## config.mk

```make
export PLATFORM = sky130hd
export DESIGN_NAME = hilo_muldiv_unit
export DESIGN_NICKNAME = d
export VERILOG_FILES = /design/src/rtl/hilo_muldiv_unit.sv
export SDC_FILE = /design/constraint.sdc
export NUM_CORES = 1
export LEC_CHECK = 0
export CAP_MARGIN = 40
export CORE_MARGIN = 2
export CORE_UTILIZATION = 45
export CTS_CLUSTER_DIAMETER = 30
export DETAILED_ROUTE_END_ITERATION = 8
export PLACE_DENSITY_LB_ADDON = 0.25
export SYNTH_ARGS = -nofsm -noshare
export SYNTH_HDL_FRONTEND = slang
export SYNTH_SLANG_ARGS = --single-unit
```

## constraint.sdc

```tcl
create_clock -name clk -period 10.8 [get_ports clk]
set_input_delay 1.08 -clock clk [delete_from_list [all_inputs] [get_ports clk]]
set_output_delay 1.08 -clock clk [all_outputs]
set_load 0.02 [all_outputs]
```

## src/rtl/hilo_muldiv_unit.sv

```systemverilog
// hilo_muldiv_unit
// Iterative multiply/divide unit with the architectural HI/LO registers. It sits
// in the EX stage next to the ALU. One operation takes WIDTH cycles.
//
// Ports:
//   clk    - rising-edge clock
//   rst    - synchronous, active-high reset. Aborts any operation in flight.
//   start  - launch an operation. Sampled only while idle.
//   op     - 00 MULT, 01 MULTU, 10 DIV, 11 DIVU. Captured together with start.
//   src_a  - rs operand: multiplicand or dividend. Also the MTHI/MTLO source.
//   src_b  - rt operand: multiplier or divisor.
//   mthi   - write src_a into HI (idle only; start has priority)
//   mtlo   - write src_a into LO (idle only; start has priority)
//   busy   - operation in progress (registered)
//   done   - one-cycle pulse when HI/LO take a new result (registered)
//   hi, lo - HI/LO register outputs
module hilo_muldiv_unit #(
  parameter int WIDTH = 32
) (
  input  logic             clk,
  input  logic             rst,
  input  logic             start,
  input  logic [1:0]       op,
  input  logic [WIDTH-1:0] src_a,
  input  logic [WIDTH-1:0] src_b,
  input  logic             mthi,
  input  logic             mtlo,
  output logic             busy,
  output logic             done,
  output logic [WIDTH-1:0] hi,
  output logic [WIDTH-1:0] lo
);

  localparam int CW = $clog2(WIDTH);
  localparam logic [CW-1:0]      LAST   = CW'(WIDTH - 1);
  localparam logic [CW-1:0]      CNT_1  = {{(CW-1){1'b0}}, 1'b1};
  localparam logic [WIDTH-1:0]   ZERO_W = {WIDTH{1'b0}};
  localparam logic [WIDTH-1:0]   ONE_W  = {{(WIDTH-1){1'b0}}, 1'b1};
  localparam logic [2*WIDTH-1:0] ONE_2W = {{(2*WIDTH-1){1'b0}}, 1'b1};

  typedef enum logic [0:0] {
    IDLE = 1'b0,
    CALC = 1'b1
  } state_t;

  // Two's-complement negate when neg is set. Negating the most negative value
  // yields the same bit pattern, which read as unsigned is its magnitude.
  function automatic logic [WIDTH-1:0] cond_neg(input logic [WIDTH-1:0] v, input logic neg);
    return neg ? (~v + ONE_W) : v;
  endfunction

  function automatic logic [2*WIDTH-1:0] cond_neg2(input logic [2*WIDTH-1:0] v, input logic neg);
    return neg ? (~v + ONE_2W) : v;
  endfunction

  state_t           state_r;
  logic             is_div_r;
  logic             neg_lo_r;     // negate quotient or product: operand signs differ
  logic             neg_rem_r;    // negate remainder: dividend was negative
  logic             div_zero_r;
  logic [WIDTH-1:0] opnd_r;       // multiplicand magnitude or divisor magnitude
  logic [WIDTH-1:0] work_hi_r;    // product high half or partial remainder
  logic [WIDTH-1:0] work_lo_r;    // multiplier / product low half, or dividend / quotient
  logic [CW-1:0]    cnt_r;
  logic             busy_r;
  logic             done_r;
  logic [WIDTH-1:0] hi_r;
  logic [WIDTH-1:0] lo_r;

  logic             sign_a_s;
  logic             sign_b_s;
  logic [WIDTH:0]   mul_sum_s;
  logic [WIDTH:0]   div_shift_s;
  logic [WIDTH+1:0] div_diff_s;
  logic             div_borrow_s;
  logic [WIDTH-1:0] next_hi_s;
  logic [WIDTH-1:0] next_lo_s;
  logic [2*WIDTH-1:0] prod_s;
  logic [WIDTH-1:0] res_hi_s;
  logic [WIDTH-1:0] res_lo_s;

  // Operand sign flags: only the signed ops (op[0]==0) look at the top bit.
  always_comb begin
    sign_a_s = ~op[0] & src_a[WIDTH-1];
    sign_b_s = ~op[0] & src_b[WIDTH-1];
  end

  // One shift-add (multiply) or restoring shift-subtract (divide) step.
  always_comb begin
    mul_sum_s    = {1'b0, work_hi_r} + (work_lo_r[0] ? {1'b0, opnd_r} : {(WIDTH+1){1'b0}});
    div_shift_s  = {work_hi_r, work_lo_r[WIDTH-1]};
    div_diff_s   = {1'b0, div_shift_s} - {2'b00, opnd_r};
    div_borrow_s = div_diff_s[WIDTH+1];
    next_hi_s    = ZERO_W;
    next_lo_s    = ZERO_W;
    if (is_div_r) begin
      next_hi_s = div_borrow_s ? div_shift_s[WIDTH-1:0] : div_diff_s[WIDTH-1:0];
      next_lo_s = {work_lo_r[WIDTH-2:0], ~div_borrow_s};
    end else begin
      next_hi_s = mul_sum_s[WIDTH:1];
      next_lo_s = {mul_sum_s[0], work_lo_r[WIDTH-1:1]};
    end
  end

  // Sign correction of the final step's value into the architectural result.
  // A zero divisor makes every trial subtract succeed, so the remainder
  // already equals the dividend magnitude; only the quotient is forced.
  always_comb begin
    prod_s   = cond_neg2({next_hi_s, next_lo_s}, neg_lo_r);
    res_hi_s = ZERO_W;
    res_lo_s = ZERO_W;
    if (is_div_r) begin
      res_hi_s = cond_neg(next_hi_s, neg_rem_r);
      if (div_zero_r) begin
        res_lo_s = {WIDTH{1'b1}};
      end else begin
        res_lo_s = cond_neg(next_lo_s, neg_lo_r);
      end
    end else begin
      res_hi_s = prod_s[2*WIDTH-1:WIDTH];
      res_lo_s = prod_s[WIDTH-1:0];
    end
  end

  // Control FSM, iteration datapath and HI/LO registers.
  always_ff @(posedge clk) begin
    if (rst) begin
      state_r    <= IDLE;
      is_div_r   <= 1'b0;
      neg_lo_r   <= 1'b0;
      neg_rem_r  <= 1'b0;
      div_zero_r <= 1'b0;
      opnd_r     <= ZERO_W;
      work_hi_r  <= ZERO_W;
      work_lo_r  <= ZERO_W;
      cnt_r      <= {CW{1'b0}};
      busy_r     <= 1'b0;
      done_r     <= 1'b0;
      hi_r       <= ZERO_W;
      lo_r       <= ZERO_W;
    end else begin
      done_r <= 1'b0;
      case (state_r)
        IDLE: begin
          if (start) begin
            is_div_r   <= op[1];
            neg_lo_r   <= sign_a_s ^ sign_b_s;
            neg_rem_r  <= sign_a_s;
            div_zero_r <= op[1] & (src_b == ZERO_W);
            opnd_r     <= cond_neg(src_b, sign_b_s);
            work_hi_r  <= ZERO_W;
            work_lo_r  <= cond_neg(src_a, sign_a_s);
            cnt_r      <= {CW{1'b0}};
            busy_r     <= 1'b1;
            state_r    <= CALC;
          end else begin
            if (mthi) begin
              hi_r <= src_a;
            end
            if (mtlo) begin
              lo_r <= src_a;
            end
          end
        end
        CALC: begin
          work_hi_r <= next_hi_s;
          work_lo_r <= next_lo_s;
          cnt_r     <= cnt_r + CNT_1;
          if (cnt_r == LAST) begin
            hi_r    <= res_hi_s;
            lo_r    <= res_lo_s;
            cnt_r   <= {CW{1'b0}};
            busy_r  <= 1'b0;
            done_r  <= 1'b1;
            state_r <= IDLE;
          end
        end
        default: begin
          state_r <= IDLE;
          busy_r  <= 1'b0;
        end
      endcase
    end
  end

  assign busy = busy_r;
  assign done = done_r;
  assign hi   = hi_r;
  assign lo   = lo_r;

endmodule

```

==> impl_results.md <==
* Clock Skew at about 15 ps
* Clock-pin slew on the worst setup and hold paths at around 80 ps
* Worst path slowest cell: a221oi_1
* Root Driver: clkbuf_16
* Post CTS Setup Buffer Count at 0
* Largest family of logic cells by synthesized area: compound AO/OA/AOI/OAI gates
* Vias per cell at roughly 6.4
* Final wirelength at about 57 mm
* CORE AREA at around 33000 um2
* Final worst-path setup slack at between 4000 and 5000 ps
* Power Internal at 1.237 mW
* Max_cap viols at 0
* DRC violations left at 0
* Num Clock Sinks at approximately 170
* Grt total ovfl at 0
* Top cell type's share of synthesized area at a little under a quarter
* Drt wl/cell at 21.91 um
* DR iter-0 viols at ~2100
* Cell taking the most area after synthesis: dfxtp_1
* CTS tree: done
* Post-synth EDFFs at 0
* Mux share of post-synthesis cell area at ~3.6%
* Placed cell areas at between 15000 and 20000 um2
* Synth Area in Adders at about 6.1%
* FF+latch count, synth at roughly 170
* Critical path, cell by cell: inv_1, ha_1, a21oi_1, o211ai_1, a221oi_1, a2111oi_4, nor2_2, nand2_1, o21ai_0, ha_1, o211ai_1, or3_1, or4_1, or2_2, nor3_1, nor2_1, nor3b_1, a21oi_1, xor2_1, nand2_1, a311oi_1
* Final HPWL DP at about 44 mm
* XOR/XNOR Fraction of Synth Area at just under 8%
* Clock tree buffer depth at 2
* Max incr delay on CP at between 600 and 700 ps
* Final slew viol count at 0
* Diodes inserted at 0
* Initial Utilization at a little under half
* Reg2reg end: hi[12]$_SDFFE_PP0P_
* Crit path launch type: register
* Reg2reg setup slack at roughly 4600 ps
* IO buf count at about 140
* Clk Latency, worst-skew pair at approximately 460 ps
* Synth cell types at a little over 90
* Min Hold Slack at 453.5 ps
* Synth Area in Simple Gates at 25.80%
* DP Worst Slack at approximately 4800 ps
* Non-Filler Instances at 2621
* Core Rows at 67
* Clock power share at ~30%
* Min-delay src: hi[11]$_SDFFE_PP0P_
* Hold WC Path Type: reg2reg
* Net switching power at around 0.8 mW
* Net Sw Frac at between 30% and 40%
* Post-layout min period at between 6000 and 7000 ps
* Compound-Gate Fraction of Synth Area at between 20 and 30%
* Die ar. at approximately 35000 um2
* Post-route ant nets at 0
* Syn nets at 2251
* Depth of the CTS H-tree at 4
* Final Wtd Congestion at 0.9911
* LEAKAGE at about 6.5 nW
* Largest net degree at the start of global routing at 71
* Fillers at ~3300
* Unrepaired setup endpoints after global routing: no
* Comb power frac at a little over a third
* Gate Count Post-Synth at between 2000 and 2500
* Via count of the first global-routing pass at between 15000 and 20000
* Synth area leaders: dfxtp_1 (23%), nor2_1 (7.7%), a21oi_1 (7.5%), ha_1 (5.8%), nand2_1 (4.3%)
* Setup TNS at 0 ps
* First-pass GRT wire length at between 80 and 90 mm
* Num ports at approximately 140
* Cts bufs inserted at 17
* Launch point of the worst reg-to-reg path: opnd_r[12]$_SDFFE_PP0P_
* Critical path class: reg2reg
* # placed instances at about 2600
* Nets at between 2000 and 2500
* Most common cell after layout, fill and taps aside: nor2_1
* FFs w/ async S/R, synth at 0%
* Hold Path Sink: hi[11]$_SDFFE_PP0P_
* F_max at 160.8 MHz
* Warnings, synthesis at 0
* Critical Path RT at 11160 ps
* Chip width at 187.1 um
* Post-synth top flop: dfxtp_1
* Syn Area/Cell at slightly above 7 um2
* Height of the die at 187.1 um
* Drt pass-1 iters at 6
* Fin area at 17270 um2
* Hold path cells at 2
* Status: finished, final reports clean
* Antenna violations before repair at 1
* Share of cells above drive strength 1 at between 5 and 6%
* VDD IR max at about 0.12 mV
* Post_cts resized at 0
* Most frequent cells in the layout: nor2_1 (307), a21oi_1 (224), nand2_1 (174)
* Mapped cell area at about 15000 um2
* Synthesis-to-layout area growth at 14.55%
* R2r worst-path depth at 21
* Final hold vios at 0
* CP max FO at 15
* Slew HR at about a third
* # setup viols final at 0
* Via count at between 15000 and 20000
* Seq/Total Area, Yosys at between 20% and 30%
* Worst Setup End Kind: register
* Gr usage total at between 30% and 40%
* Least-Margin Pin Slew at about 990 ps
* Power per cell area at approximately 120 nW/um2
* CP arrival at 6580 ps
* Period utilisation layout at a little under three fifths
* CTS Hold Buffers Added at 0
* Sequential cell fraction of total power at 35.5%
worst max path at each step:
stage / start / depth (start not counted) / slack, ps / end
global route: opnd_r[12]$_SDFFE_PP0P_ / 20 / 4170 / hi[18]$_SDFFE_PP0P_
global placement: opnd_r[12]$_SDFFE_PP0P_ / 21 / 5130 / hi[2]$_SDFFE_PP0P_
floorplan: opnd_r[12]$_SDFFE_PP0P_ / 23 / 5170 / hi[18]$_SDFFE_PP0P_
detailed placement: opnd_r[12]$_SDFFE_PP0P_ / 20 / 4800 / hi[18]$_SDFFE_PP0P_
CTS: opnd_r[12]$_SDFFE_PP0P_ / 20 / 4760 / hi[18]$_SDFFE_PP0P_
finish: opnd_r[12]$_SDFFE_PP0P_ / 21 / 4580 / hi[12]$_SDFFE_PP0P_
metrics by stage:
stage                     total power [mW]  utilization (%)
after CTS                            2.028            51.87
after global placement               1.419            50.11
after detailed placement             1.427            50.23
final                                2.039            51.90
after floorplan                      1.186                -
after global routing                 2.134            51.90
routing by layer:
metal  up-vias  share of wire (%)  GRT usage (%)
met5         -                  0              0
met4         0                3.6          11.90
met3       116                9.4          6.210
met2       871                 43          47.77
met1      7876                 44          45.29
li1       7818                  -              -
synth_stat cells (7+ instances only):
master and n:
a211oi_1 62, a21boi_0 7, a21o_1 18, a21oi_1 225
a221oi_1 7, a311oi_1 46, a31oi_1 29, and2_1 40
and3_1 46, buf_1 16, buf_2 11, clkbuf_1 105
dfxtp_1 172, ha_1 70, inv_1 66, mux2_2 13
mux2i_1 39, nand2_1 174, nand2b_1 24, nand3_1 38
nand4_1 18, nor2_1 308, nor2b_1 8, nor3_1 59
nor3b_1 15, nor4_1 20, o211ai_1 21, o21a_1 19
o21ai_0 109, o21bai_1 9, o22ai_1 12, o31ai_1 22
o41ai_1 8, or2_2 8, or3_1 22, or4_1 10
xnor2_1 66, xor2_1 67
worst max-delay path, delay by kind of cell, from the launching register on:
| family | cells | cell delay, ps |
|---|---|---|
| buffers and inverters | 1 | 60 |
| adders and majority gates | 2 | 590 |
| and+or+nand+nor | 9 | 2870 |
| xor gates and xnor gates | 1 | 140 |
| AOI/OAI and AO/OA | 8 | 2090 |
| DFF | 1 | 370 |
power by group through the flow:
stage	registers, mW	logic [mW]	clock network, mW
floorplan	0.735	0.452	0
global placement	0.735	0.684	0
detailed placement	0.736	0.691	0
CTS	0.722	0.694	0.613
global route	0.729	0.768	0.638
finish	0.724	0.711	0.604
cell families (layout without fill, tap and decap cells):
group	count (synthesis)	count (layout)
muxes	52	52
xor gates and xnor gates	133	133
DFF	172	172
buffers and inverters	200	265
adders and majority gates	72	72
AOI/OAI and AO/OA	664	664
and+or+nand+nor	815	815
sequential cells by signal (all words and copies together), names as in the netlist, 5 cells and up:
signal / flops
opnd_r: 32
cnt_r: 5
work_hi_r: 32
hi: 32
work_lo_r: 32
lo: 32
final cells by class:
| cell class | count | area, um2 | area share (%) |
|---|---|---|---|
| clock buffers | 20 | 436.7 | 2.528 |
| clock inverters | 12 | 107.6 | 0.6230 |
| inverters | 67 | 251.5 | 1.456 |
| multi-input cells | 1736 | 10880 | 63.00 |
| flip-flops and latches | 172 | 3451 | 19.98 |
| well taps | 448 | 560.5 | 3.245 |
| repair buffers | 166 | 1584 | 9.171 |
(Power assumes the default switching activity.)
